**config.mk**
```make
export PLATFORM = sky130hd
export DESIGN_NAME = synth_clock_divider
export DESIGN_NICKNAME = d
export VERILOG_FILES = /design/src/rtl/synth_clock_divider.sv
export SDC_FILE = /design/constraint.sdc
export NUM_CORES = 1
export LEC_CHECK = 0
export ABC_CLOCK_PERIOD_IN_PS = 5000
export CORE_ASPECT_RATIO = 0.8
export CORE_MARGIN = 2
export CORE_UTILIZATION = 45
export CTS_CLUSTER_DIAMETER = 80
export DETAILED_ROUTE_END_ITERATION = 10
export HOLD_SLACK_MARGIN = 0.1
export PLACE_DENSITY = 0.82
export SYNTH_ARGS = -nofsm -noshare
export SYNTH_HDL_FRONTEND = slang
export SYNTH_SLANG_ARGS = --single-unit
```
**constraint.sdc**
```tcl
create_clock -name FPGAClock -period 5 [get_ports FPGAClock]
set_input_delay 1 -clock FPGAClock [delete_from_list [all_inputs] [get_ports FPGAClock]]
set_output_delay 1 -clock FPGAClock [all_outputs]
set_load 0.03 [all_outputs]
```
**src/rtl/synth_clock_divider.sv**
```systemverilog
// Programmable clock synthesiser: HIGH/LOW phase lengths in FPGAClock cycles, with RUN/STOP/STEP control.
// Latency: every output is registered; a start request shows up on the outputs after one edge.
// Backpressure: none. StepReq is only looked at in IDLE, and a HIGH phase always runs to completion.
//
// Ports:
//   FPGAClock        - sole clock; all state updates on its rising edge
//   Reset            - synchronous, active-high
//   Mode[1:0]        - 00 STOP, 01 RUN, 10 STEP, 11 reserved (behaves as STOP)
//   HighTicks        - high phase length; 0 behaves as 1; sampled only when the phase loads
//   LowTicks         - low phase length; 0 behaves as 1; sampled only when the phase loads
//   StepReq          - level; in STEP mode, requests one high pulse while IDLE
//   SynthesizedClock - high exactly while the state is HIGH
//   RiseTick         - first cycle of each high phase
//   FallTick         - first cycle after each high phase ends
//   Running          - high whenever the state is not IDLE
module synth_clock_divider #(
  parameter int CNT_WIDTH = 16
) (
  input  logic                 FPGAClock,
  input  logic                 Reset,
  input  logic [1:0]           Mode,
  input  logic [CNT_WIDTH-1:0] HighTicks,
  input  logic [CNT_WIDTH-1:0] LowTicks,
  input  logic                 StepReq,
  output logic                 SynthesizedClock,
  output logic                 RiseTick,
  output logic                 FallTick,
  output logic                 Running
);

  localparam logic [1:0] MODE_RUN  = 2'b01;
  localparam logic [1:0] MODE_STEP = 2'b10;

  typedef enum logic [1:0] {
    ST_IDLE = 2'b00,
    ST_HIGH = 2'b01,
    ST_LOW  = 2'b10
  } state_t;

  state_t                 state_q, state_d;
  logic [CNT_WIDTH-1:0]   cnt_q, cnt_d;
  logic                   sclk_q, sclk_d;
  logic                   rise_q, rise_d;
  logic                   fall_q, fall_d;
  logic                   run_q, run_d;

  logic                   mode_run;
  logic                   start_req;
  logic                   cnt_zero;
  logic [CNT_WIDTH-1:0]   high_load;
  logic [CNT_WIDTH-1:0]   low_load;

  // A programmed length of 0 behaves as 1, so the load value is max(len,1)-1.
  // Gating the subtraction on nonzero keeps the arithmetic from wrapping.
  always_comb begin
    high_load = (HighTicks == '0) ? '0 : HighTicks - CNT_WIDTH'(1);
    low_load  = (LowTicks  == '0) ? '0 : LowTicks  - CNT_WIDTH'(1);
    mode_run  = (Mode == MODE_RUN);
    start_req = mode_run || ((Mode == MODE_STEP) && StepReq);
    cnt_zero  = (cnt_q == '0);
  end

  // Next-state and counter logic
  always_comb begin
    state_d = state_q;
    cnt_d   = cnt_q;
    unique case (state_q)
      ST_IDLE: begin
        cnt_d = '0;
        if (start_req) begin
          state_d = ST_HIGH;
          cnt_d   = high_load;
        end
      end
      ST_HIGH: begin
        // A mode change is only looked at once the high phase is complete,
        // so a pulse is never cut short.
        if (!cnt_zero) begin
          cnt_d = cnt_q - CNT_WIDTH'(1);
        end else if (mode_run) begin
          state_d = ST_LOW;
          cnt_d   = low_load;
        end else begin
          state_d = ST_IDLE;
          cnt_d   = '0;
        end
      end
      ST_LOW: begin
        // Leaving RUN abandons the low phase at once; the output is already low.
        if (!mode_run) begin
          state_d = ST_IDLE;
          cnt_d   = '0;
        end else if (!cnt_zero) begin
          cnt_d = cnt_q - CNT_WIDTH'(1);
        end else begin
          state_d = ST_HIGH;
          cnt_d   = high_load;
        end
      end
      default: begin
        state_d = ST_IDLE;
        cnt_d   = '0;
      end
    endcase
  end

  // Outputs are decoded from the next state so the registered copies line up
  // with the state register; nothing combinational reaches the output pins.
  always_comb begin
    sclk_d = (state_d == ST_HIGH);
    rise_d = (state_d == ST_HIGH) && (state_q != ST_HIGH);
    fall_d = (state_q == ST_HIGH) && (state_d != ST_HIGH);
    run_d  = (state_d != ST_IDLE);
  end

  // Reset clears the output registers directly, so a reset during HIGH drops
  // the clock without producing a FallTick.
  always_ff @(posedge FPGAClock) begin
    if (Reset) begin
      state_q <= ST_IDLE;
      cnt_q   <= '0;
      sclk_q  <= 1'b0;
      rise_q  <= 1'b0;
      fall_q  <= 1'b0;
      run_q   <= 1'b0;
    end else begin
      state_q <= state_d;
      cnt_q   <= cnt_d;
      sclk_q  <= sclk_d;
      rise_q  <= rise_d;
      fall_q  <= fall_d;
      run_q   <= run_d;
    end
  end

  assign SynthesizedClock = sclk_q;
  assign RiseTick         = rise_q;
  assign FallTick         = fall_q;
  assign Running          = run_q;

endmodule

```
==> impl_results.md <==
- Outcome: finished, final reports clean
- Final core area utilization: 61.42%
- Global-route congestion overflow total: 0
- Worst EP arrival: 3.49 ns
- Half-perimeter wire length after placement: 3956 um
- Endpoints failing setup: 0
- Total track usage: 23.60%
- Post-CTS resize count: 0
- Kind of capture point of the worst setup path: flip-flop
- Iteration count of the initial detailed-routing pass: 4
- Die extent in y: 61.48 um
- Number of sinks driven by the clock tree: 22
- Die Area: 4662 um2
- Worst path most repeated cell: sky130_fd_sc_hd__nor3b_1
- Final Hold Viols: 0
- Min-Delay Path Class: reg -> reg
- Maximum number of pins on one net before global-route repair: 17
- Unrepaired setup endpoints after global routing: no
- Starting density of the core: 47.90%
- PD cells: 291.5 nW/um2
- End of the worst register-to-register path: cnt_q[6]$_SDFF_PP0_
- Site row count: 20
- Final slew viol count: 0
- Flops & latches, synth: 22
- Maximum fanout along the worst path: 12
- Peak VDD IR: 0.1980 mV
- Maximum root-to-sink buffer count: 2
- Share of final-layout standard cells stronger than drive strength 1: 5.319%
- Routability congestion estimate: 0.9109
- Number of buffer and inverter stages on the critical path: 2
- DRC violation count after routing: 0
- Max-Cap Viols: 0
- Non-filler instance count after layout: 337
- N_diodes: 0
- Sequential fraction of the synthesis area: 23.70%
- Number of unique standard cell types used by synthesis: 48
- Worst Reg2Reg Path Length in Cells: 8
- Fin Setup TNS: 0 ns
- Share of the cycle needed by the critical path after routing: 66.37%
- TritonCTS Buffers: 3
- Clock latency on the worst-skew pair: 0.27 ns
- Placed insts: 333
- Total vias in the final route: 1893
- Core area: 3879 um2
- CTS HTree Levels: 1
- Worst Max-Slew Pin Slew: 0.6368 ns
- Filler Cells Inserted: 355
- IO Count: 41
- Count of hold-fix buffers inserted at cts: 0
- Ordered cell list for the critical path: clkdlybuf4s50_1, inv_1, ha_1, nor3b_1, nand2_1, nor3b_1, or2_4, a21oi_1, o31a_1
- Wire length of the first global-routing pass: 8211 um
- Clock tree from TritonCTS: done
- Startpoint-to-endpoint class of the critical path: in -> reg
- Cell at the root of the clock tree: sky130_fd_sc_hd__clkbuf_8
- Number of DRC violations after detailed-routing iteration 0: 133
- Critical-path cell with the highest stage delay: sky130_fd_sc_hd__nor3b_1
- Routed len/inst: 14.77 um
- Worst slew margin: 57.54%
- Total wire length: 4979 um
- Post-synthesis instance area: 1858 um2
- Final min period: 3.319 ns
- Number of cells on the worst hold path: 2
- Worst clock skew: 0.003079 ns
- Total setup buffers inserted after CTS: 0
- Maximum single-stage delay on the critical path: 0.54 ns
- Leak pwr: 0.8310 nW
- Delay-heaviest family, CP: simple AND/OR/NAND/NOR gates
- Startpoint of the lowest-slack register-to-register path: cnt_q[0]$_SDFF_PP0_
- Antenna-violating nets left: 0
- DIE WIDTH: 75.84 um
- Area added between synthesis and finish: 28.22%
- Final net count: 324
- Number of global-route vias before repair: 1770
- Clock edge transition at the registers on the reported setup and hold paths: 0.09 ns
- Yosys Warn Count: 0
- FF-to-FF setup slack: 2.34 ns
- Worst Min Path Start: state_q[1]$_SDFF_PP0_
- Via density: 5.617
- Worst-case hold path end point: state_q[1]$_SDFF_PP0_
- Data required time of the worst path: 5.17 ns
- F_max: 0.3013 GHz
- Average size of a mapped cell: 7.710 um2
- Number of port buffers: 40
- Synthesized Nets: 282
- Antenna violations before repair: 0
- Kind of start point of the critical path: input port
- Number of instances in the synthesized netlist: 241
-- synthesized netlist by cell type, drive strengths merged --
cell type  instances  share of area (%)
a21oi             10                3.1
and2               2               0.67
ha                 4                2.7
o31ai              2                1.5
a22o               1               0.47
or4                6                2.6
and3               1               0.34
o22ai             12                4.0
nand4              2               0.67
nand3b             4                1.6
nor4              11                4.5
a21o               2               0.81
o41ai              1               0.47
nor4bb             1               0.54
and4b              1               0.54
nor3              12                3.2
or2                2               0.81
o21ai              5                1.5
buf                3                1.3
nand2b             3                1.0
nor2b              3                1.0
a21boi             1               0.40
xor2              14                6.6
xnor2             21                9.9
inv                8                1.6
o31a               1               0.47
o21a              12                4.8
nor3b              4                1.6
clkbuf             2               0.40
nand2             17                3.4
o32a               1               0.54
dfxtp             22                 24
or3                3                1.0
nor2              32                6.5
or4b               1               0.74
mux2i              1               0.54
o211ai             1               0.40
nand3              9                2.4
a211oi             2               0.81
o311a              1               0.54
-- layer usage --
layer / up-vias / GRT usage [%] / wire, um
li1: 958 / - / -
met1: 867 / 30.34 / 2247
met2: 62 / 41.87 / 2409
met3: 6 / 3.601 / 268
met4: 0 / 5.263 / 54
met5: - / 0 / 0
-- flip-flops by register name, summed over array words and instances, names as in the netlist --
signal            flops
cnt_q                16
RiseTick              1
Running               1
SynthesizedClock      1
state_q               2
FallTick              1
-- kinds of logic after synthesis --
family / Yosys count / synth area share [%]
AND/OR/NAND/NOR: 114 / 33.27
AO/OA/AOI/OAI: 52 / 20.00
XOR/XNOR: 35 / 16.50
flip-flops: 22 / 23.70
buffers and inverters: 13 / 3.300
adder cells (fa/ha/maj): 4 / 2.694
multiplexers: 1 / 0.5387
-- layout by cell type, fill, tap and decap left out, types with 2 or more instances in the layout --
| cell type | n |
|---|---|
| sky130_fd_sc_hd__clkdlybuf4s50_1 | 40 |
| sky130_fd_sc_hd__nor2b_1 | 3 |
| sky130_fd_sc_hd__a211oi_1 | 2 |
| sky130_fd_sc_hd__xnor2_1 | 21 |
| sky130_fd_sc_hd__or4_1 | 5 |
| sky130_fd_sc_hd__and2_1 | 2 |
| sky130_fd_sc_hd__a21oi_2 | 2 |
| sky130_fd_sc_hd__xor2_1 | 14 |
| sky130_fd_sc_hd__ha_1 | 4 |
| sky130_fd_sc_hd__buf_4 | 2 |
| sky130_fd_sc_hd__nand3_1 | 9 |
| sky130_fd_sc_hd__nor4_1 | 10 |
| sky130_fd_sc_hd__o21a_1 | 12 |
| sky130_fd_sc_hd__a21o_1 | 2 |
| sky130_fd_sc_hd__inv_1 | 8 |
| sky130_fd_sc_hd__o21ai_0 | 4 |
| sky130_fd_sc_hd__nor2_1 | 32 |
| sky130_fd_sc_hd__nor3_1 | 12 |
| sky130_fd_sc_hd__dfxtp_1 | 22 |
| sky130_fd_sc_hd__a21oi_1 | 8 |
| sky130_fd_sc_hd__or3_1 | 3 |
| sky130_fd_sc_hd__nor3b_1 | 4 |
| sky130_fd_sc_hd__clkbuf_8 | 3 |
| sky130_fd_sc_hd__nand3b_1 | 4 |
| sky130_fd_sc_hd__nand2_1 | 17 |
| sky130_fd_sc_hd__o22ai_1 | 12 |
| sky130_fd_sc_hd__nand4_1 | 2 |
| sky130_fd_sc_hd__nand2b_1 | 3 |
-- worst max path at each step --
stage	depth (start not counted)	endpoint	slack [ns]	startpoint
3_3_place_gp	9	cnt_q[6]$_SDFF_PP0_	1.44	HighTicks[0]
3_5_place_dp	9	cnt_q[6]$_SDFF_PP0_	1.44	HighTicks[0]
6_report	9	cnt_q[6]$_SDFF_PP0_	1.68	HighTicks[0]
4_1_cts	9	cnt_q[6]$_SDFF_PP0_	1.68	HighTicks[0]
2_1_floorplan	8	cnt_q[10]$_SDFF_PP0_	2.28	HighTicks[0]
5_1_grt	9	cnt_q[6]$_SDFF_PP0_	1.48	HighTicks[0]
-- layout make-up --
| class | count | area [um2] | share of cell area (%) |
|---|---|---|---|
| multi-input combinational | 206 | 1356 | 56.93 |
| inverter | 8 | 30.03 | 1.261 |
| clock buffer | 3 | 41.29 | 1.733 |
| clock inverter | 1 | 30.03 | 1.261 |
| sequential | 22 | 440.4 | 18.49 |
| tap | 55 | 68.82 | 2.889 |
| timing repair buffer | 42 | 415.4 | 17.44 |
-- report_power, final --
part	switching (mW)	internal, mW
Clock	0.0636	0.107
Sequential	0.0215	0.196
Combinational	0.165	0.142
Total	0.250	0.445
-- stage by stage --
step / instance area [um2] / setup WS [ns] / hold slack [ns] / power [mW]
5_1_grt: 2382 / 1.482 / 0.6376 / 0.7363
3_5_place_dp: 2311 / 1.443 / 0.5804 / 0.5201
4_1_cts: 2382 / 1.683 / 0.5941 / 0.6936
3_3_place_gp: 2311 / 1.440 / 0.5517 / 0.5175
2_1_floorplan: 1858 / 2.280 / 0.5141 / 0.4275
6_report: 2382 / 1.681 / 0.5979 / 0.6945
-- worst register-to-register path, delay by kind of cell, from the launching register on --
| kind | cells | cell delay, ns |
|---|---|---|
| simple gates | 4 | 1.27 |
| compound gates | 2 | 0.63 |
| flops | 1 | 0.38 |
| fa+ha+maj | 1 | 0.18 |
| buf+inv | 1 | 0.11 |
(Power assumes the default switching activity.)
